**config.mk**
```make
export PLATFORM = sky130hd
export DESIGN_NAME = capture_event_pipe
export DESIGN_NICKNAME = d
export VERILOG_FILES = /design/src/rtl/capture_event_pipe.sv
export SDC_FILE = /design/constraint.sdc
export NUM_CORES = 1
export LEC_CHECK = 0
export BUFFER_PORTS_ARGS = -buffer_cell sky130_fd_sc_hd__buf_2
export CORE_UTILIZATION = 54
export DETAILED_ROUTE_END_ITERATION = 7
export HOLD_SLACK_MARGIN = 0.05
export PLACE_DENSITY = 0.76
export SETUP_SLACK_MARGIN = 0.2
export SLEW_MARGIN = 30
export SYNTH_ARGS = -nofsm -noshare
export SYNTH_HDL_FRONTEND = slang
export SYNTH_SLANG_ARGS = --single-unit
```
**constraint.sdc**
```tcl
create_clock -name clk -period 2.4 [get_ports clk]
set_input_delay 0.24 -clock clk [delete_from_list [all_inputs] [get_ports clk]]
set_output_delay 0.24 -clock clk [all_outputs]
set_load 0.01 [all_outputs]
```
**src/rtl/capture_event_pipe.sv**
```systemverilog
// Event capture stage: pops packed words from the input event FIFO, decodes them into
// timestep markers or range-checked spike events, and counts accepted/dropped events.
module capture_event_pipe #(
    parameter int DATA_WIDTH          = 21,
    parameter int IMG_HEIGHT          = 32,
    parameter int IMG_WIDTH           = 32,
    parameter int BITS_PER_COORDINATE = 8,
    parameter int IN_CHANNELS         = 4,
    parameter int FIFO_READ_LATENCY   = 1,
    parameter bit DROP_EMPTY_SPIKES   = 1'b1,
    parameter int CNT_WIDTH           = 16
) (
    input  logic                           clk,
    input  logic                           rst,
    input  logic                           fifo_empty,
    output logic                           fifo_read_en,
    input  logic [DATA_WIDTH-1:0]          fifo_read_data,
    output logic                           event_valid,
    input  logic                           event_ready,
    output logic [BITS_PER_COORDINATE-1:0] event_x,
    output logic [BITS_PER_COORDINATE-1:0] event_y,
    output logic [IN_CHANNELS-1:0]         event_spikes,
    output logic                           timestep_valid,
    input  logic                           timestep_ready,
    input  logic                           clear_count,
    output logic [CNT_WIDTH-1:0]           event_count,
    output logic [CNT_WIDTH-1:0]           drop_count
);

    localparam int B      = BITS_PER_COORDINATE;
    localparam int C      = IN_CHANNELS;
    localparam int TS_BIT = C + 2 * B;

    localparam logic [B:0] X_LIMIT  = (B + 1)'(IMG_WIDTH);
    localparam logic [B:0] Y_LIMIT  = (B + 1)'(IMG_HEIGHT);
    localparam logic [1:0] WAIT_END = 2'(FIFO_READ_LATENCY - 1);

    if (DATA_WIDTH < TS_BIT + 1) begin : g_bad_data_width
        $error("capture_event_pipe: DATA_WIDTH too small for the event word layout");
    end
    if (IMG_WIDTH > 2 ** B || IMG_HEIGHT > 2 ** B) begin : g_bad_image_size
        $error("capture_event_pipe: image size does not fit the coordinate fields");
    end
    if (FIFO_READ_LATENCY < 1 || FIFO_READ_LATENCY > 2) begin : g_bad_latency
        $error("capture_event_pipe: FIFO_READ_LATENCY must be 1 or 2");
    end
    if (DATA_WIDTH > TS_BIT + 1) begin : g_upper_bits
        logic unused_upper;
        assign unused_upper = ^fifo_read_data[DATA_WIDTH-1:TS_BIT+1];
    end

    typedef enum logic [2:0] {
        IDLE,
        WAIT,
        DECODE,
        OUT_EVT,
        OUT_TS
    } state_t;

    state_t          state, state_next;
    logic [TS_BIT:0] cap_q;
    logic [1:0]      wait_cnt;

    logic            capture, drop, load_evt, load_ts, evt_done, ts_done;

    logic [C-1:0]    cap_spikes;
    logic [B-1:0]    cap_x, cap_y;
    logic            cap_ts, out_of_range, no_spikes;

    assign cap_spikes   = cap_q[C-1:0];
    assign cap_y        = cap_q[C+B-1:C];
    assign cap_x        = cap_q[C+2*B-1:C+B];
    assign cap_ts       = cap_q[TS_BIT];
    assign out_of_range = ({1'b0, cap_x} >= X_LIMIT) || ({1'b0, cap_y} >= Y_LIMIT);
    assign no_spikes    = DROP_EMPTY_SPIKES && (cap_spikes == '0);

    // NOTE: every output of this block gets a default before the case, so no path can infer a latch.
    always_comb begin
        state_next   = state;
        fifo_read_en = 1'b0;
        capture      = 1'b0;
        drop         = 1'b0;
        load_evt     = 1'b0;
        load_ts      = 1'b0;
        evt_done     = 1'b0;
        ts_done      = 1'b0;
        unique case (state)
            IDLE: begin
                // Gating with rst keeps a word from being popped while the pipe is being cleared.
                if (!fifo_empty && !rst) begin
                    fifo_read_en = 1'b1;
                    state_next   = WAIT;
                end
            end
            WAIT: begin
                if (wait_cnt == WAIT_END) begin
                    capture    = 1'b1;
                    state_next = DECODE;
                end
            end
            DECODE: begin
                if (cap_ts) begin
                    load_ts    = 1'b1;
                    state_next = OUT_TS;
                end else if (out_of_range || no_spikes) begin
                    drop       = 1'b1;
                    state_next = IDLE;
                end else begin
                    load_evt   = 1'b1;
                    state_next = OUT_EVT;
                end
            end
            OUT_EVT: begin
                if (event_ready) begin
                    evt_done   = 1'b1;
                    state_next = IDLE;
                end
            end
            OUT_TS: begin
                if (timestep_ready) begin
                    ts_done    = 1'b1;
                    state_next = IDLE;
                end
            end
            default: state_next = IDLE;
        endcase
    end

    // NOTE: sequential state uses non-blocking assignments so every register samples pre-edge values.
    always_ff @(posedge clk) begin
        if (rst) state <= IDLE;
        else     state <= state_next;
    end

    always_ff @(posedge clk) begin
        if (rst) begin
            cap_q          <= '0;
            wait_cnt       <= '0;
            event_valid    <= 1'b0;
            event_x        <= '0;
            event_y        <= '0;
            event_spikes   <= '0;
            timestep_valid <= 1'b0;
        end else begin
            if (state == WAIT && !capture) wait_cnt <= wait_cnt + 2'd1;
            else                           wait_cnt <= '0;

            if (capture) cap_q <= fifo_read_data[TS_BIT:0];

            if (load_evt) begin
                event_valid  <= 1'b1;
                event_x      <= cap_x;
                event_y      <= cap_y;
                event_spikes <= cap_spikes;
            end else if (evt_done) begin
                event_valid  <= 1'b0;
            end

            if (load_ts)      timestep_valid <= 1'b1;
            else if (ts_done) timestep_valid <= 1'b0;
        end
    end

    // Saturating counters; a clear wins over an increment in the same cycle.
    always_ff @(posedge clk) begin
        if (rst || clear_count) begin
            event_count <= '0;
            drop_count  <= '0;
        end else begin
            if (evt_done && !(&event_count)) event_count <= event_count + CNT_WIDTH'(1);
            if (drop && !(&drop_count))      drop_count  <= drop_count + CNT_WIDTH'(1);
        end
    end

endmodule

```
==> key figures <==
Min path
  – Hold crit path type: primary input to register
  – Hold path start: fifo_read_data[14]

CTS
  – Sink Count: 80
  – Cts hold-fix bufs: 0
  – Post-CTS Resized: 0
  – CTS Root Cell: clkbuf_8
  – Clk_lat worst skew: 0.35 ns
  – H-Tree Depth: 3
  – CTS tree: yes
  – Inserted Clock Buffers: 9
  – Clock Path Buffers: 2
  – Post-CTS Setup Bufs: 0
  – Reg clk slew, reported paths: 0.09 ns

Run
  – Max_cap viols: 0

STA
  – Fin crit period: 2.03 ns
  – Max-slew violation count: 0
  – Tightest Pin Transition: 0.684 ns
  – Final TNS setup: 0 ns
  – Final Hold Vio Count: 0
  – Period utilization: 84.7%
  – Slew headroom: 54.2%
  – Max Clk Rate: 0.492 GHz
  – Setup violations, final: 0
  – RSZ-0062 raised after global routing: false
  – Clk_skew: 0.0118 ns
  – Worst setup margin: 0.367 ns

Detailed routing
  – Antenna viol nets, final: 0
  – DR WL/cell: 14.1 µm
  – Vias per cell: 5.81
  – DR iter-0 viols: 137
  – Drt pass-1 iters: 4
  – Total routed wirelength: 8100 µm
  – Via count: 3349
  – Remaining DRCs: 0

Synth
  – Synth cell types: 50
  – Synthesis Warnings: 0
  – EDFF count, synth: 0
  – Cell count after synthesis: 408
  – Avg Cell Area, Syn: 8.81 µm²
  – Most used DFF post-synth: dfxtp_1
  – Synth Register Bits: 80
  – Sequential area share after synthesis: 44.6%
  – Mapped Area: 3590 µm²
  – Ys async rst share: 0%
  – Syn_nets: 438

Floorplanning
  – IO Count: 82
  – Core area: 6390 µm²
  – Die H: 83.6 µm
  – Starting Density: 56.3%
  – Rows: 29
  – Die W: 83.6 µm
  – Die ar.: 6980 µm²

Placed design
  – Dpl cell area: 4110 µm²
  – Dpl ws: 0.386 ns
  – Gpl congestion: 0.853
  – Final HPWL from detailed placement: 5820 µm
  – PortBufs: 81

GRT
  – First-pass GRT wire length: 14200 µm
  – Initial antenna violation count: 0
  – Largest net degree at the start of global routing: 25
  – Vias in the first global route: 3166
  – GRT overflow: 0
  – GRT Total Usage: 24.5%

Layout
  – Share of cells above drive strength 1: 28.5%
  – Layout Utilization: 67.6%
  – Net count, final: 524
  – Layout Area Growth over Synthesis: 20.1%
  – Antenna Cells: 0
  – Design area: 4320 µm²

Power and ir drop
  – Power Total: 2550 µW
  – VDD IR max: 0.468 mV
  – Power Density: 592 nW/µm²
  – Leak Pwr: 0.00175 µW

Worst setup path
  – Crit path DAT: 2.30 ns
  – Critical path endpoint category: register
  – CP cell instances: nor4_2, o41ai_4, buf_4, or4_2, a21oi_1
  – Worst r2r src: cap_q[0]
  – CP Launch Type: register
  – Critical path type: register to register
  – Sum of buffers and inverters on the critical path: 1
  – Top delay family on crit path: simple AND/OR/NAND/NOR gates
  – Slowest CP cell: or4_2
  – Worst-path fanout max: 24
  – Worst setup startpoint: cap_q[0]
  – Worst path required time: 2.67 ns
  – CP max stage delay: 0.65 ns

Run status
  – Status: complete, no violations
worst register-to-register path, stage by stage (launching register included):
cell	delay, ns
dfxtp_1	0.33
nor4_2	0.49
o41ai_4	0.09
buf_4	0.23
or4_2	0.65
a21oi_1	0.17
cell usage after synthesis, drive strengths merged (2+ instances only):
cell type | n | area share (%)
nand3 | 15 | 2.1
nand4 | 9 | 1.6
or4 | 16 | 3.7
and4 | 5 | 1.2
or3 | 10 | 1.8
and3 | 4 | 0.70
nor4 | 12 | 2.3
nand2 | 71 | 7.4
nor3 | 5 | 0.70
o31ai | 13 | 2.7
ha | 3 | 1.0
or2 | 3 | 0.52
a31oi | 2 | 0.35
clkbuf | 16 | 1.7
and2 | 10 | 1.7
buf | 7 | 1.6
a2111o | 4 | 1.3
inv | 6 | 0.63
nor2 | 20 | 2.1
nor2b | 3 | 0.52
dfxtp | 80 | 45
mux2i | 22 | 6.1
a21oi | 46 | 7.3
o21ai | 10 | 1.5
power breakdown:
| group | switching, µW | total (µW) | internal, µW |
|---|---|---|---|
| clock network | 510 | 1000 | 493 |
| registers | 17.8 | 1370 | 1350 |
| logic | 109 | 181 | 72.8 |
cells by family after synthesis:
| group | count (synthesis) | share of synthesized area, % |
|---|---|---|
| AO/OA/AOI/OAI | 86 | 16.3 |
| multiplexers | 22 | 6.13 |
| AND/OR/NAND/NOR | 188 | 28.0 |
| buffers and inverters | 29 | 3.93 |
| flip-flops | 80 | 44.6 |
| adder cells (fa/ha/maj) | 3 | 1.04 |
placed cells by master (no fill, tap or decap), drive strengths merged, types with 7 or more instances in the layout:
cell type,instances
a21oi,46
dfxtp,80
or3,10
nor4,12
nand3,15
o31ai,13
buf,98
nand4,9
inv,7
clkbuf,9
and2,10
o21ai,10
nor2,20
or4,16
mux2i,22
nand2,71
final cells by class:
cell class                 count  area, µm²
clock buffer                   9        124
fill                         529       2070
timing repair buffer          98        533
multi-input combinational    299       1860
clock inverter                 7       81.3
sequential                    80       1600
tap                           77       96.3
inverter                       6       22.5
metrics by stage:
stage               std cells  hold slack, ns
global placement          560           0.405
floorplan                 408           0.376
CTS                       576           0.105
detailed placement        560           0.420
finish                    576           0.118
global route              576           0.114
state kept, by name, indices dropped and copies added (netlist names):
signal,count
cap_q,21
drop_count,16
event_count,16
event_spikes,4
event_valid,1
event_x,8
event_y,8
state,3
timestep_valid,1
wait_cnt,2
per-layer routing:
metal  global-route usage [%]  share of wire [%]  vias up
li1                         -                  -     1674
met1                     30.3                 46     1595
met2                     41.2                 48       74
met3                     5.54                4.6        6
met4                     9.55               0.90        0
met5                        0                  0        -
final timing paths:
kind                    to  slack [ns]  depth (start not counted)
max          drop_count[3]        0.37                          5
min              cap_q[14]        0.12                          3
max reg2reg  drop_count[3]        0.37                          5
min reg2reg    wait_cnt[0]        0.43                          1
Power figures use the tool's default switching activity.
